$ cat src/rtl/muldiv_sequencer.sv
// ---------------------------------------------------------------------------
// muldiv_sequencer
//
// Multi-cycle sequencer for the M-extension operations (MUL, MULH, MULHSU,
// MULHU, DIV, REM). One request is taken over a valid/ready handshake. The
// operand magnitudes then iterate through a shared shift-add (multiply) or
// restoring-subtract (divide) datapath, one bit per cycle. The signed result
// is returned over a second valid/ready handshake.
//
// States: IDLE -> CALC (32 cycles) -> FIX (sign correction) -> DONE.
// Divide-by-zero, signed overflow and non-M operations go IDLE -> DONE.
//
// Ports
//   Clk           in   single clock, rising edge
//   Reset         in   asynchronous, active-high reset
//   ReqValid      in   request presented
//   ReqReady      out  high only in IDLE
//   AluOperation  in   shared ALU op encoding (ALU_* parameters below)
//   InputA        in   multiplicand / dividend
//   InputB        in   multiplier / divisor
//   Flush         in   abort the in-flight operation (ignored in IDLE)
//   RespValid     out  Result is valid (registered)
//   RespReady     in   consumer accepts the result
//   Result        out  registered result
//   Busy          out  high in CALC, FIX or DONE
//
// Optional feature macro: MULDIV_FAST_MUL_EN
//   When defined, multiplies form the full product in the accept cycle and
//   go straight to FIX. Divides are unchanged. When undefined, no hardware
//   multiplier is inferred.
// ---------------------------------------------------------------------------
module muldiv_sequencer #(
  parameter int DATA_LENGTH = 32,
  parameter int ALUOP_WIDTH = 4,
  // These encodings must match the core's shared ALU op constants.
  parameter logic [ALUOP_WIDTH-1:0] ALU_MUL    = ALUOP_WIDTH'(9),
  parameter logic [ALUOP_WIDTH-1:0] ALU_MULH   = ALUOP_WIDTH'(10),
  parameter logic [ALUOP_WIDTH-1:0] ALU_MULHSU = ALUOP_WIDTH'(11),
  parameter logic [ALUOP_WIDTH-1:0] ALU_MULHU  = ALUOP_WIDTH'(12),
  parameter logic [ALUOP_WIDTH-1:0] ALU_DIV    = ALUOP_WIDTH'(13),
  parameter logic [ALUOP_WIDTH-1:0] ALU_REM    = ALUOP_WIDTH'(14)
) (
  input  logic                   Clk,
  input  logic                   Reset,
  input  logic                   ReqValid,
  output logic                   ReqReady,
  input  logic [ALUOP_WIDTH-1:0] AluOperation,
  input  logic [DATA_LENGTH-1:0] InputA,
  input  logic [DATA_LENGTH-1:0] InputB,
  input  logic                   Flush,
  output logic                   RespValid,
  input  logic                   RespReady,
  output logic [DATA_LENGTH-1:0] Result,
  output logic                   Busy
);

  localparam int W  = DATA_LENGTH;
  localparam int CW = $clog2(W);
  localparam logic [CW-1:0] CNT_LAST = CW'(W - 1);
  localparam logic [W-1:0]  MIN_NEG  = {1'b1, {(W-1){1'b0}}};

  typedef enum logic [1:0] {S_IDLE, S_CALC, S_FIX, S_DONE} state_t;

  state_t                 state_q, state_d;
  logic [ALUOP_WIDTH-1:0] op_q, op_d;
  logic                   sign_a_q, sign_a_d;
  logic                   sign_b_q, sign_b_d;
  logic [W-1:0]           mag_a_q, mag_a_d;
  logic [W-1:0]           mag_b_q, mag_b_d;
  // Multiply: {high, low} product accumulator, low half starts as multiplier.
  // Divide: low half holds the dividend shifting out / quotient shifting in.
  logic [2*W-1:0]         acc_q, acc_d;
  logic [W:0]             rem_q, rem_d;
  logic [CW-1:0]          cnt_q, cnt_d;
  logic [W-1:0]           result_q, result_d;
  logic                   resp_valid_q, resp_valid_d;

  // ---------------------------------------------------------------------
  // Request decode (only meaningful in the accept cycle)
  // ---------------------------------------------------------------------
  logic         accept;
  logic         in_is_mul, in_is_div, in_sign_a, in_sign_b, in_special;
  logic [W-1:0] in_mag_a, in_mag_b, in_special_result;

  always_comb begin
    accept    = ReqValid && (state_q == S_IDLE);
    in_is_mul = (AluOperation == ALU_MUL)    || (AluOperation == ALU_MULH) ||
                (AluOperation == ALU_MULHSU) || (AluOperation == ALU_MULHU);
    in_is_div = (AluOperation == ALU_DIV)    || (AluOperation == ALU_REM);
    // A is unsigned only for MULHU; B is unsigned for MULHSU and MULHU.
    in_sign_a = InputA[W-1] && (AluOperation != ALU_MULHU);
    in_sign_b = InputB[W-1] && (AluOperation != ALU_MULHU) &&
                (AluOperation != ALU_MULHSU);
    in_mag_a  = in_sign_a ? -InputA : InputA;
    in_mag_b  = in_sign_b ? -InputB : InputB;

    in_special        = 1'b0;
    in_special_result = '0;
    if (!in_is_mul && !in_is_div) begin
      in_special = 1'b1;
    end else if (in_is_div && (InputB == '0)) begin
      in_special        = 1'b1;
      in_special_result = (AluOperation == ALU_DIV) ? '1 : InputA;
    end else if (in_is_div && (InputA == MIN_NEG) && (InputB == '1)) begin
      in_special        = 1'b1;
      in_special_result = (AluOperation == ALU_DIV) ? MIN_NEG : '0;
    end
  end

  // ---------------------------------------------------------------------
  // Iteration and sign-fix datapath
  // ---------------------------------------------------------------------
  logic         q_is_mul;
  logic [W-1:0] mul_addend;
  logic [W:0]   mul_sum;
  logic [2*W-1:0] mul_step;
  logic [W+1:0] div_shift, div_diff;
  logic         div_borrow;
  logic [2*W-1:0] prod_fix;
  logic [W-1:0] quo_fix, rem_fix, fix_result;

  always_comb begin
    q_is_mul = (op_q == ALU_MUL)    || (op_q == ALU_MULH) ||
               (op_q == ALU_MULHSU) || (op_q == ALU_MULHU);

    // Shift-add: add multiplicand into the high half when the current
    // multiplier bit (acc[0]) is set, then shift the whole thing right.
    mul_addend = acc_q[0] ? mag_a_q : '0;
    mul_sum    = {1'b0, acc_q[2*W-1:W]} + {1'b0, mul_addend};
    mul_step   = {mul_sum, acc_q[W-1:1]};

    // Restoring divide: bring in the next dividend bit, trial-subtract the
    // divisor, keep the difference only when it did not borrow.
    div_shift  = {rem_q, acc_q[W-1]};
    div_diff   = div_shift - {2'b00, mag_b_q};
    div_borrow = div_diff[W+1];

    prod_fix = (sign_a_q ^ sign_b_q) ? -acc_q : acc_q;
    quo_fix  = (sign_a_q ^ sign_b_q) ? -acc_q[W-1:0] : acc_q[W-1:0];
    rem_fix  = sign_a_q ? -rem_q[W-1:0] : rem_q[W-1:0];

    if (q_is_mul) begin
      fix_result = (op_q == ALU_MUL) ? prod_fix[W-1:0] : prod_fix[2*W-1:W];
    end else begin
      fix_result = (op_q == ALU_DIV) ? quo_fix : rem_fix;
    end
  end

  // ---------------------------------------------------------------------
  // FSM: next state
  // ---------------------------------------------------------------------
  always_comb begin
    state_d = state_q;
    unique case (state_q)
      S_IDLE: begin
        if (accept) begin
          if (in_special) begin
            state_d = S_DONE;
`ifdef MULDIV_FAST_MUL_EN
          end else if (in_is_mul) begin
            state_d = S_FIX;
`endif
          end else begin
            state_d = S_CALC;
          end
        end
      end
      S_CALC:  if (cnt_q == CNT_LAST) state_d = S_FIX;
      S_FIX:   state_d = S_DONE;
      S_DONE:  if (RespReady) state_d = S_IDLE;
      default: state_d = S_IDLE;
    endcase
    // Flush aborts anything in flight; in IDLE it must not block an accept.
    if (Flush && (state_q != S_IDLE)) state_d = S_IDLE;
  end

  // ---------------------------------------------------------------------
  // FSM: state-decoded outputs (no input-to-output combinational path)
  // ---------------------------------------------------------------------
  always_comb begin
    ReqReady = (state_q == S_IDLE);
    Busy     = (state_q != S_IDLE);
  end

  // ---------------------------------------------------------------------
  // Datapath next values
  // ---------------------------------------------------------------------
  always_comb begin
    op_d     = op_q;
    sign_a_d = sign_a_q;
    sign_b_d = sign_b_q;
    mag_a_d  = mag_a_q;
    mag_b_d  = mag_b_q;
    acc_d    = acc_q;
    rem_d    = rem_q;
    cnt_d    = cnt_q;
    result_d = result_q;

    unique case (state_q)
      S_IDLE: begin
        if (accept) begin
          op_d     = AluOperation;
          sign_a_d = in_sign_a;
          sign_b_d = in_sign_b;
          mag_a_d  = in_mag_a;
          mag_b_d  = in_mag_b;
          cnt_d    = '0;
          rem_d    = '0;
          acc_d    = {{W{1'b0}}, (in_is_mul ? in_mag_b : in_mag_a)};
`ifdef MULDIV_FAST_MUL_EN
          if (in_is_mul) begin
            acc_d = {{W{1'b0}}, in_mag_a} * {{W{1'b0}}, in_mag_b};
          end
`endif
          if (in_special) result_d = in_special_result;
        end
      end
      S_CALC: begin
        cnt_d = cnt_q + 1'b1;
        if (q_is_mul) begin
          acc_d = mul_step;
        end else begin
          acc_d = {acc_q[2*W-1:W], acc_q[W-2:0], ~div_borrow};
          rem_d = div_borrow ? div_shift[W:0] : div_diff[W:0];
        end
      end
      S_FIX:   result_d = fix_result;
      default: ;
    endcase
  end

  // RespValid is registered straight from the next-state decode.
  always_comb begin
    resp_valid_d = (state_d == S_DONE);
  end

  // ---------------------------------------------------------------------
  // Registers
  // ---------------------------------------------------------------------
  always_ff @(posedge Clk or posedge Reset) begin
    if (Reset) begin
      state_q <= S_IDLE;
    end else begin
      state_q <= state_d;
    end
  end

  always_ff @(posedge Clk or posedge Reset) begin
    if (Reset) begin
      op_q         <= '0;
      sign_a_q     <= 1'b0;
      sign_b_q     <= 1'b0;
      mag_a_q      <= '0;
      mag_b_q      <= '0;
      acc_q        <= '0;
      rem_q        <= '0;
      cnt_q        <= '0;
      result_q     <= '0;
      resp_valid_q <= 1'b0;
    end else begin
      op_q         <= op_d;
      sign_a_q     <= sign_a_d;
      sign_b_q     <= sign_b_d;
      mag_a_q      <= mag_a_d;
      mag_b_q      <= mag_b_d;
      acc_q        <= acc_d;
      rem_q        <= rem_d;
      cnt_q        <= cnt_d;
      result_q     <= result_d;
      resp_valid_q <= resp_valid_d;
    end
  end

  assign Result    = result_q;
  assign RespValid = resp_valid_q;

endmodule

$ cat config.mk
export PLATFORM = sky130hd
export DESIGN_NAME = muldiv_sequencer
export DESIGN_NICKNAME = d
export VERILOG_FILES = /design/src/rtl/muldiv_sequencer.sv
export SDC_FILE = /design/constraint.sdc
export NUM_CORES = 1
export LEC_CHECK = 0
export BUFFER_PORTS_ARGS = -buffer_cell sky130_fd_sc_hd__buf_2
export CAP_MARGIN = 20
export CORE_ASPECT_RATIO = 0.5
export CORE_MARGIN = 2
export CORE_UTILIZATION = 51
export CTS_BUF_LIST = sky130_fd_sc_hd__clkbuf_4 sky130_fd_sc_hd__clkbuf_8
export DETAILED_ROUTE_END_ITERATION = 8
export PLACE_DENSITY_LB_ADDON = 0.05
export SETUP_SLACK_MARGIN = 0.5
export SLEW_MARGIN = 5
export SYNTH_ARGS = -nofsm -noshare
export SYNTH_HDL_FRONTEND = slang
export SYNTH_SLANG_ARGS = --single-unit
$ cat constraint.sdc
create_clock -name Clk -period 6.7 [get_ports Clk]
set_clock_uncertainty 0.05 [all_clocks]
set_input_delay 0.67 -clock Clk [delete_from_list [all_inputs] [get_ports Clk]]
set_output_delay 0.67 -clock Clk [all_outputs]
set_load 0.01 [all_outputs]
==> impl_metrics.ini <==
[timing]
finalHoldViolations = 0
fin_crit_sh_pct = 57.5
worst_pin_slew_ns = 1.17
fmax_mhz = 260
setup_ws_ns = 2.85
maxSlewViolCount = 0
fin_crit_ns = 3.85
slew_headroom_pct = 21.7
grt_setup_unrepaired = false
setup_violations = 0
holdWs_ns = 0.167
setup_tns_ns = 0

[detailed_routing]
wl_per_cell_um = 22.0
dr_total_vias = 16691
firstDrtPassIters = 5
vias_per_cell = 6.22
drc = 0
wl_um = 59100
drt_iter0_markers = 2070
drtAntennaViolNets = 0

[worst_setup_path]
crit_top_cell = o21ai_0
timing.rr.end = acc_q[62]$_DFFE_PP0P_
crit_required_ns = 7.13
crit_chain = buf_16 -> and2_1 -> ha_1 -> o21ai_0 -> o21ai_0 -> nand3_1 -> a21oi_1 -> a211oi_1 -> o31ai_1 -> a311o_1 -> a31oi_1 -> xor2_1 -> o21ai_0
critical_path_class = register to register
r2r_slack_ns = 2.85
crit_slowest_cell = o31ai_1
worstPathArrival_ns = 4.29
r2r_start = acc_q[0]$_DFFE_PP0P_
rr_worst_depth = 13
crit_path_end_kind = register
start_kind = register
crit_fanout = 32
max_stage_delay_ns = 0.73

[synthesis]
ys_ff_latch = 207
yosys.cell_types.count = 90
synth-async-reset-ratio_pct = 100
yosysTopAreaCell = dfrtp_1
synth_top_area_share_pct = 30.1
ys_seq_area_share_pct = 30.1
ys_top_cells_by_area = dfrtp_1 (30%), o21ai_0 (7.4%), nand2_1 (6.6%), xnor2_1 (5.2%), ha_1 (5.2%)
synth_edf_count = 0
syn_avg_cell_area_sq_um = 7.84
synth.net_count = 2340
synthCells = 2194
yosysWarnings = 0
syn-cell-area_sq_um = 17200
synth_ff_type = dfrtp_1

[floorplanning]
initial_core_util_pct = 51.9
die_h_um = 134
io_pins = 108
core-area_sq_um = 33100
die-area_sq_um = 35300
die_x_um = 264
row_count = 47

[finish]
final_common_cell = nand2_1
fill_cells = 3186
register_area_sq_um = 5180
area_growth_pct = 9.29
final_cell_mix = nand2_1 (298), o21ai_0 (255), dfrtp_1 (207), a21oi_1 (138), nor2_1 (124)
layout.nets = 2366
drive_gt1_share_pct = 11.0
multi_input_area_sq_um = 11200

[flow_run]
drv_cap = 0

[global_routing]
antenna_found_initial = 3
grt_max_degree = 119
grt_pass1_vias = 14994
grt_pass1_wl_um = 90200
grt.overflow.total = 0
grt_usage_pct = 33.0

[outcome]
outcome = finished, final reports clean

[clocking]
h-tree-depth = 2
root_buffer = clkbuf_8
clock_sinks = 207
post_cts_buffers = 0
cts_made_buffers = 36
postCtsResizedCells = 0
clk_pin_slew_ns = 0.07
clk_latency_ns = 0.58
cts_tree = yes
clockBufferDepth = 3
cts_hold_buf = 0

[place]
gp_congestion = 0.966
dpl.hpwl_um = 43400
dpl_worst_slack_ns = 2.61
buffer_ports.inserted = 107

[power]
vdd_drop_max_mv = 0.323
p_per_area_nw_per_um2 = 589
power.total_uw = 11100
power_leakage_uw = 0.00834

[min_path]
hp-class = input port to asynchronous set/reset pin
[worst max-delay path: cells and delay by family (launching register included)]
kind | cells | cell delay (ns)
adders and majority gates | 1 | 0.33
and+or+nand+nor | 2 | 0.32
AOI/OAI and AO/OA | 8 | 2.21
DFF | 1 | 0.50
xor gates and xnor gates | 1 | 0.14
buffers and inverters | 1 | 0.22
[synthesized netlist by cell type, types with 28 or more instances]
cell        n
nand2_1   301
o21ai_0   255
dfrtp_1   207
a21oi_1   138
nor2_1    124
clkbuf_1  105
xnor2_1   102
nand3_1    97
xor2_1     90
inv_1      73
ha_1       71
mux2i_1    45
a21o_1     43
a31oi_1    40
a211oi_1   38
and2_1     38
nor3_1     35
o31ai_1    34
and3_1     28
[metrics by stage]
stage                     util (%)  std cells  cell area (sq um)
final                         56.8       2685              18800
after global routing          56.8       2685              18800
after global placement        54.3       2622              18000
after CTS                     56.7       2681              18800
after detailed placement      54.3       2622              18000
after floorplan                  -       2194              17200
[power breakdown]
| part | switching (uW) | internal [uW] | total, uW |
|---|---|---|---|
| Clock | 604 | 774 | 1380 |
| Sequential | 836 | 1830 | 2660 |
| Combinational | 4390 | 2650 | 7030 |
[per-layer routing]
layer | vias up | routed length [um] | GRT usage, %
li1 | 7936 | - | -
met1 | 7893 | 27800 | 50.5
met2 | 764 | 23100 | 44.6
met3 | 98 | 6720 | 9.71
met4 | 0 | 1500 | 8.54
met5 | - | 0 | 0
[sequential cells by signal, summed over array words and instances (netlist names)]
signal and count:
mag_a_q 32, Result 32, sign_a_q 1, mag_b_q 32, RespValid 1, rem_q 33, sign_b_q 1, state_q 2
acc_q 64, cnt_q 5, op_q 4
[kinds of logic after synthesis]
logic type      Yosys count  synth area share, %
buf+inv                 215                 5.00
flops                   207                 30.1
xor+xnor                192                 9.78
fa+ha+maj                73                 5.40
simple gates            757                 21.5
mux                      50                 3.03
compound gates          700                 25.2
[worst max-delay path by stage]
stage                          from               endpoint  slack [ns]  cells after the start
6_report       acc_q[0]$_DFFE_PP0P_  acc_q[62]$_DFFE_PP0P_        2.85                     13
5_1_grt        acc_q[0]$_DFFE_PP0P_  acc_q[60]$_DFFE_PP0P_        2.54                     13
4_1_cts        acc_q[0]$_DFFE_PP0P_  acc_q[62]$_DFFE_PP0P_        2.61                     13
3_5_place_dp   acc_q[0]$_DFFE_PP0P_  acc_q[62]$_DFFE_PP0P_        2.61                     13
3_3_place_gp   acc_q[0]$_DFFE_PP0P_  acc_q[62]$_DFFE_PP0P_        2.68                     13
2_1_floorplan                 Reset    RespValid$_DFF_PP0_        3.29                      1
[final cells by class]
| cell class | instances | area share (%) |
|---|---|---|
| Multi-Input combinational cell | 1772 | 59.8 |
| Sequential cell | 207 | 27.6 |
| Timing Repair Buffer | 130 | 3.94 |
| Clock buffer | 48 | 3.41 |
| Tap cell | 441 | 2.94 |
| Inverter | 73 | 1.48 |
| Clock inverter | 11 | 0.825 |
| Antenna cell | 3 | 0.0399 |
(Power assumes the default switching activity.)
